File: src/rtl/gyro_fir_filter.sv
// gyro_fir_filter: time-multiplexed multi-channel FIR with bypass and runtime coefficient writes
// Ports: Clk/Reset_n - clock, asynchronous active-low reset
//        SampleValid/SampleReady/SampleData - sample handshake, channel 0 in LSBs
//        Bypass - forward the accepted sample unfiltered
//        CoefWe/CoefAddr/CoefData - write one tap (shared by all channels) while idle
//        OutValid/OutData - one-cycle result pulse, data held between pulses
//        CoefDropped - sticky flag for rejected coefficient writes
module gyro_fir_filter #(
  parameter int CHANNELS = 3,
  parameter int TAPS = 10,
  parameter int DATA_W = 10,
  parameter int COEF_W = 16,
  parameter logic [TAPS*COEF_W-1:0] COEF_INIT = {TAPS{COEF_W'(1 << (COEF_W - 2))}}
) (
  input  logic Clk,
  input  logic Reset_n,
  input  logic SampleValid,
  output logic SampleReady,
  input  logic [CHANNELS*DATA_W-1:0] SampleData,
  input  logic Bypass,
  input  logic CoefWe,
  input  logic [$clog2(TAPS)-1:0] CoefAddr,
  input  logic [COEF_W-1:0] CoefData,
  output logic OutValid,
  output logic [CHANNELS*DATA_W-1:0] OutData,
  output logic CoefDropped
);
  localparam int TW = $clog2(TAPS);
  localparam int CW = CHANNELS > 1 ? $clog2(CHANNELS) : 1;
  localparam int PW = DATA_W + COEF_W;
  localparam int AW = PW + TW;
  localparam logic [TW-1:0] LAST_TAP = TW'(TAPS - 1);
  localparam logic [CW-1:0] LAST_CH = CW'(CHANNELS - 1);
  localparam logic signed [AW-1:0] HALF = AW'(1) <<< (COEF_W - 2);
  localparam logic signed [AW-1:0] MAXV = AW'((1 << (DATA_W - 1)) - 1);
  localparam logic signed [AW-1:0] MINV = -MAXV - AW'(1);
  typedef enum logic [1:0] {IDLE, SHIFT, MAC, OUT} state_t;
  state_t state;
  logic signed [DATA_W-1:0] hist [CHANNELS][TAPS];
  logic signed [COEF_W-1:0] coef [TAPS];
  logic signed [PW-1:0] prod;
  logic signed [AW-1:0] acc, accSum, rounded;
  logic [DATA_W-1:0] satVal;
  logic [CHANNELS*DATA_W-1:0] res;
  logic [TW-1:0] tapIdx;
  logic [CW-1:0] chIdx;
  logic accept, coefOk;
  assign SampleReady = state == IDLE;
  always_comb begin
    accept = SampleValid && state == IDLE;
    coefOk = state == IDLE && !SampleValid && int'(CoefAddr) < TAPS;
    prod = PW'(hist[chIdx][tapIdx]) * PW'(coef[tapIdx]);
    // tap 0 starts a fresh channel sum instead of adding to the previous channel's
    accSum = tapIdx == '0 ? AW'(prod) : acc + AW'(prod);
    rounded = (accSum + HALF) >>> (COEF_W - 1);
    satVal = rounded > MAXV ? MAXV[DATA_W-1:0] : rounded < MINV ? MINV[DATA_W-1:0] : rounded[DATA_W-1:0];
  end
  always_ff @(posedge Clk or negedge Reset_n)
    if (!Reset_n) begin
      state <= IDLE;
      acc <= '0;
      res <= '0;
      tapIdx <= '0;
      chIdx <= '0;
      OutValid <= 1'b0;
      OutData <= '0;
      CoefDropped <= 1'b0;
      for (int c = 0; c < CHANNELS; c++)
        for (int t = 0; t < TAPS; t++) hist[c][t] <= '0;
      for (int t = 0; t < TAPS; t++) coef[t] <= COEF_INIT[t*COEF_W +: COEF_W];
    end else begin
      OutValid <= 1'b0;
      if (CoefWe) begin
        if (coefOk) coef[CoefAddr] <= CoefData;
        else CoefDropped <= 1'b1;
      end
      case (state)
        IDLE: if (accept) begin
          // res doubles as the sample stage: bypass forwards it, filtering shifts it into history
          res <= SampleData;
          state <= Bypass ? OUT : SHIFT;
        end
        SHIFT: begin
          for (int c = 0; c < CHANNELS; c++) begin
            for (int t = TAPS - 1; t > 0; t--) hist[c][t] <= hist[c][t-1];
            hist[c][0] <= res[c*DATA_W +: DATA_W];
          end
          tapIdx <= '0;
          chIdx <= '0;
          state <= MAC;
        end
        MAC: begin
          acc <= accSum;
          tapIdx <= tapIdx == LAST_TAP ? '0 : tapIdx + 1'b1;
          if (tapIdx == LAST_TAP) begin
            res[chIdx*DATA_W +: DATA_W] <= satVal;
            chIdx <= chIdx + 1'b1;
            if (chIdx == LAST_CH) state <= OUT;
          end
        end
        OUT: begin
          OutValid <= 1'b1;
          OutData <= res;
          state <= IDLE;
        end
        default: state <= IDLE;
      endcase
    end
endmodule

File: config.mk
export PLATFORM = sky130hd
export DESIGN_NAME = gyro_fir_filter
export DESIGN_NICKNAME = d
export VERILOG_FILES = /design/src/rtl/gyro_fir_filter.sv
export SDC_FILE = /design/constraint.sdc
export NUM_CORES = 2
export LEC_CHECK = 0
export CAP_MARGIN = 20
export CORE_UTILIZATION = 57
export DETAILED_ROUTE_END_ITERATION = 7
export PLACE_DENSITY = 0.77
export SETUP_SLACK_MARGIN = 0.02
export SLEW_MARGIN = 10
export SYNTH_ARGS = -nofsm -noshare
export SYNTH_HDL_FRONTEND = slang
export SYNTH_SLANG_ARGS = --single-unit
File: constraint.sdc
create_clock -name Clk -period 11.71 [get_ports Clk]
set_input_delay 3.513 -clock Clk [delete_from_list [all_inputs] [get_ports Clk]]
set_output_delay 3.513 -clock Clk [all_outputs]
set_load 0.005 [all_outputs]
Word level (Yosys, flattened, before mapping)
Index checks and enable logic that the tools add are counted.
{"block": "totals", "register_bits": 560, "latch_bits": 0, "ramBits": 0, "romBits": 0, "input_bits": 55, "output_inout_bits": 33, "word_cells": 119, "mem_count": 0}
{"block": "op_classes", "n_addsub": 5, "multipliers": 2, "n_div": 0, "magnitude_cmp": 7, "eq_ne": 8, "n_shift": 2, "n_mux": 29, "n_bitwise": 4, "n_reduce_logical": 14}
{"op": "$bmux 100 s2", "count": 1}
{"op": "$mux 100", "count": 2}
{"op": "$bwmux 160", "count": 1}
{"op": "$mux 30", "count": 3}
{"op": "$bmux 16 s4", "count": 1}
{"op": "$demux 16 s4", "count": 1}
{"op": "$pmux 30 s2", "count": 1}
{"op": "$mux 16", "count": 3}
{"op": "$bmux 10 s4", "count": 1}
{"op": "$mux 10", "count": 4}
{"op": "$neg 6->34", "count": 1}
{"op": "$shift 10x34->30 const A", "count": 1}
{"op": "$shiftx 10x34->30", "count": 1}
{"op": "$add 30x16->30 const B", "count": 1}
{"op": "$add 30x26->30", "count": 1}
{"op": "$bwmux 30", "count": 1}
{"op": "$mul 10x16->26", "count": 1}
{"op": "$gt 15x10->1 const B", "count": 1}
{"op": "$lt 15x10->1 const B", "count": 1}
{"op": "$ge 5x5->1 const B", "count": 2}
{"op": "$mux 2", "count": 5}
{"op": "$not 4->5", "count": 2}
{"op": "$pmux 2 s4", "count": 1}
{"op": "$pmux 4 s2", "count": 1}
{"op": "other kinds (23)", "count": 33}

Logic depth before layout (Yosys ltp)
{"block": "depth", "depth_word": 18, "ltp_mapped": 47, "mapped_depth_nobuf": 40}

Worst setup path before layout
OpenSTA, ideal clock, no wires.
{"block": "synth_timing", "path_type": "register to register", "start": "register chIdx[1]", "end": "register res[24]", "setup_time_ps": 144, "arrival_ps": 11464, "t_required_ps": 11566, "path_slack_ps": 102, "stages_incl_launch_ff": 41, "path_buffers": 8, "period_less_slack_ps": 11608, "cell_sequence": "dfrtp_1 clkbuf_1 clkbuf_1 buf_1 clkbuf_1 mux4_2 a22oi_1 o22a_1 clkbuf_1 nor2_1 fa_1 fa_1 fa_1 fa_1 inv_1 fa_1 inv_1 ha_1 (+5 left out) xor2_1 ha_1 clkbuf_1 a21oi_1 o21ai_1 a211o_1 or4_1 a41o_1 a211oi_1 nor3_1 o41a_1 xor2_2 o41ai_4 buf_6 a211oi_1 a31oi_4 a221oi_1 a311oi_2"}
{"block": "synth_via", "elab_chain_cells": 18, "word_cells_on_any_way": 22, "classes_between": "add/sub: 3; mul: 2; order compare: 2; shift: 2; mux: 12; bitwise: 1"}
{"item": "start, declared", "line": "46", "source": "logic [CW-1:0] chIdx;"}
{"item": "start signal, assigned", "line": "97", "source": "chIdx <= chIdx + 1'b1;"}
{"item": "$not 2->3 (not written as such)", "line": "52", "source": "prod = PW'(hist[chIdx][tapIdx]) * PW'(coef[tapIdx]);"}
{"item": "$bmux 100 s2", "line": "52"}
{"item": "$mux 100 (not written as such) (2 in a row)", "line": "52"}
{"item": "$bmux 10 s4", "line": "52"}
{"item": "$mux 10 (not written as such) (2 in a row)", "line": "52"}
{"item": "$mul 10x16->26", "line": "52"}
{"item": "$add 30x26->30", "line": "54", "source": "accSum = tapIdx == '0 ? AW'(prod) : acc + AW'(prod);"}
{"item": "$mux 30", "line": "54"}
{"item": "$add 30x16->30", "line": "55", "source": "rounded = (accSum + HALF) >>> (COEF_W - 1);"}
{"item": "$lt 15x10->1", "line": "56", "source": "satVal = rounded > MAXV ? MAXV[DATA_W-1:0] : rounded < MINV ? MINV[DATA_W-1:0] : rounded[DATA_W-1:0];"}
{"item": "$mux 10 (2 in a row)", "line": "56"}
{"item": "$shiftx 10x34->30", "line": "96", "source": "res[chIdx*DATA_W +: DATA_W] <= satVal;"}
{"item": "$bwmux 30 (*)", "line": "96"}
{"item": "$mux 30 (*)", "line": "95", "source": "if (tapIdx == LAST_TAP) begin"}
{"item": "$pmux 30 s2 (*)", "line": "77", "source": "case (state)"}
{"item": "end signal, assigned", "line": "80", "source": "res <= SampleData;"}
{"item": "end signal, assigned by index", "line": "96"}
{"item": "end, declared", "line": "44", "source": "logic [CHANNELS*DATA_W-1:0] res;"}
Every way passes the cells marked *; elsewhere a longest branch is shown, timed or not. The select of a mux whose other input is x is not followed.
A chain may end at the register's enable or synchronous reset.

Worst setup path in the final report
Same ends and word-level chain as after synthesis.

==> flow_metrics.py <==
metrics = {
    "routing": {
        "first_pass_iters": 5,
        "postRouteWirelength_um": 84000,
        "wl_met2_um": 42400,
        "drt-met1-wl_um": 35500,
        "vias": 23199,
        "postRouteAntennaNets": 0,
        "drc": 0,
        "routed.top_layer": "met4",
        "post_drt_wl_per_cell_um": 22.3,
        "drt_iter0_markers": 1861,
        "vias_per_cell": 6.16,
        "wl_met3_um": 4220,
    },
    "place": {
        "place_hpwl_um": 58500,
        "gp_congestion": 0.943,
        "portBuffers": 87,
    },
    "setup_path": {
        "path_max_fanout": 22,
        "crit_family": "adder cells",
        "end_kind": "register",
        "r2r_setup_slack_ns": 0.55,
        "path_buf_inv": 9,
        "max_stage_delay_ns": 0.54,
        "crit_cells": 40,
        "startpoint_type": "register",
        "r2r-end": "res[24]",
        "crit_top_cell": "fa_1",
        "required_ns": 12.28,
        "reg2reg_from": "chIdx[1]",
        "crit_type": "reg -> reg",
        "crit_arrival_ns": 11.73,
        "cp_slowest_cell": "dfrtp_4",
        "ff2ff_path_depth": 40,
        "startpoint": "chIdx[1]",
    },
    "grt": {
        "grt_use_total_pct": 28.0,
        "antenna_found_initial": 1,
        "grt_pass1_wl_um": 134000,
        "grt_pass1_vias": 23959,
        "overflow": 0,
        "grt_max_degree": 168,
    },
    "floorplanning": {
        "initial_core_util_pct": 57.7,
        "die_h_um": 247,
        "die_x_um": 247,
        "rows": 89,
        "dieArea_mm2": 0.0608,
        "core-area_mm2": 0.0591,
        "pin_count": 88,
    },
    "logic_synthesis": {
        "synth_seq_cells": 560,
        "syn_avg_cell_area_um2": 12.0,
        "ys_types": 92,
        "synth_edf_count": 0,
        "synthCells": 2843,
        "yosysSeqAreaShare_pct": 41.1,
        "synthFlopType": "dfrtp_1",
        "netlist_area_mm2": 0.0341,
        "postSynth.asyncResetShare_pct": 100,
        "synth_warnings": 0,
        "synth_nets": 3141,
    },
    "sta": {
        "fin_crit_ns": 11.16,
        "fin_crit_sh_pct": 95.3,
        "worst_slew_pin_slew_ns": 1.18,
        "fin_worst_skew_ns": 0.0529,
        "hold_viol": 0,
        "slew_headroom_pct": 20.8,
        "setup-tns-final_ns": 0,
        "max_freq_mhz": 89.6,
        "slew_viol_final": 0,
        "setup_viol": 0,
    },
    "min_path": {
        "hold_depth": 1,
        "hold_path.class": "reg -> reg",
        "hold_path.startpoint": "CoefDropped",
        "hold_end": "CoefDropped",
    },
    "clocking": {
        "tritoncts": "yes",
        "cts_buffers": 59,
        "ctsHoldBuffers": 0,
        "root_buffer": "clkbuf_16",
        "cts_buffer_depth": 3,
        "cts.reportedPaths.clkPinSlew_ns": 0.07,
        "cts_sinks": 560,
        "clock_latency_ns": 0.66,
        "cts_max_level": 2,
    },
    "final_layout": {
        "multi_input_area_mm2": 0.0189,
        "final_common_cell": "dfrtp_1",
        "area_delta_synth_final_pct": 13.3,
        "antennaDiodeCount": 0,
        "drive_above_1_share_pct": 31.3,
        "fillCellCount": 4204,
        "seq_area_mm2": 0.0140,
        "final_nets": 3240,
        "mostFrequentLayoutCells": "dfrtp_1, mux2_2, nand2_1",
    },
    "run": {
        "max_cap_viol_count": 0,
    },
    "status": {
        "status": "completed",
    },
}
metrics by stage:
stage | instance area, µm² | util [%] | hold slack (ns) | instances | setup slack (ns)
6_report | 38700 | 65.4 | 0.471 | 3765 | 0.549
5_1_grt | 38700 | 65.4 | 0.481 | 3765 | -0.0160
4_1_cts | 38300 | 64.7 | 0.475 | 3742 | 0.152
3_5_place_dp | 36100 | 61.1 | 0.460 | 3631 | 0.0949
3_3_place_gp | 36100 | 61.1 | 0.438 | 3628 | 0.134
2_1_floorplan | 34100 | - | 0.451 | 2843 | 0.102
synthesized netlist by cell type (10+ instances only):
cell type | n | area, µm²
and3_1 | 13 | 81.3
a21oi_1 | 108 | 541
or3_1 | 14 | 87.6
nand3_1 | 23 | 115
mux2_2 | 524 | 5900
o21a_1 | 16 | 120
nand2_1 | 198 | 743
dfstp_2 | 10 | 263
o22ai_1 | 12 | 75.1
o21ai_1 | 13 | 65.1
ha_1 | 103 | 1290
fa_1 | 140 | 2800
xnor2_1 | 28 | 245
nor3_1 | 26 | 130
clkbuf_1 | 114 | 428
and2_1 | 19 | 119
inv_1 | 192 | 721
nand4_1 | 13 | 81.3
nor2_1 | 137 | 514
buf_1 | 34 | 128
a21o_1 | 19 | 143
a31oi_1 | 15 | 93.8
a22oi_1 | 49 | 368
o211ai_1 | 14 | 105
xor2_1 | 23 | 201
nor2b_1 | 63 | 394
nand2b_1 | 23 | 144
mux4_2 | 112 | 2520
buf_2 | 13 | 65.1
o21ai_0 | 49 | 245
o2bb2ai_1 | 13 | 114
dfrtp_1 | 550 | 13800
a211oi_1 | 14 | 105
registers in the layout (all words and copies together), names as in the netlist:
| signal | cells |
|---|---|
| CoefDropped | 1 |
| OutData | 30 |
| OutValid | 1 |
| acc | 30 |
| chIdx | 2 |
| coef | 160 |
| hist | 300 |
| res | 30 |
| state | 2 |
| tapIdx | 4 |
how the worst max path moves through the flow:
stage               slack [ns]       to
finish                    0.55  res[24]
global route             -0.02  res[13]
global placement          0.13   res[3]
floorplan                 0.10  res[24]
detailed placement        0.09   res[3]
CTS                       0.15  res[13]
area by class of cell:
cell class / count / area share, %
multi-input combinational: 1923 / 48.8
sequential: 560 / 36.3
timing repair buffer: 204 / 5.08
clock buffer: 80 / 4.41
tap: 773 / 2.50
inverter: 194 / 1.88
clock inverter: 31 / 1.05
cell families after synthesis:
family                   count (synthesis)  synth area share (%)
AO/OA/AOI/OAI                          407                  8.32
buffers and inverters                  360                  4.08
AND/OR/NAND/NOR                        575                  8.14
multiplexers                           646                  25.0
adder cells (fa/ha/maj)                243                  12.0
XOR/XNOR                                52                  1.36
flip-flops                             560                  41.1
routing by layer:
| layer | vias up | global-route usage [%] |
|---|---|---|
| li1 | 10325 | - |
| met1 | 12107 | 38.4 |
| met2 | 646 | 47.2 |
| met3 | 121 | 3.52 |
| met4 | 0 | 7.43 |
| met5 | - | 0 |
repair_timing:
| action | CTS | global route |
|---|---|---|
| gates cloned | 0 | 1 |
| endpoints found under the setup margin | 2 | 29 |
| setup buffers | 0 | 16 |
| endpoints found under the hold margin | 0 | 0 |
| pin swaps | 0 | 4 |
| resized for setup | 2 | 18 |
Power is left out: the tool's default activity adds up to more than one toggle a clock period on the data nets, which glitch-free logic cannot reach.
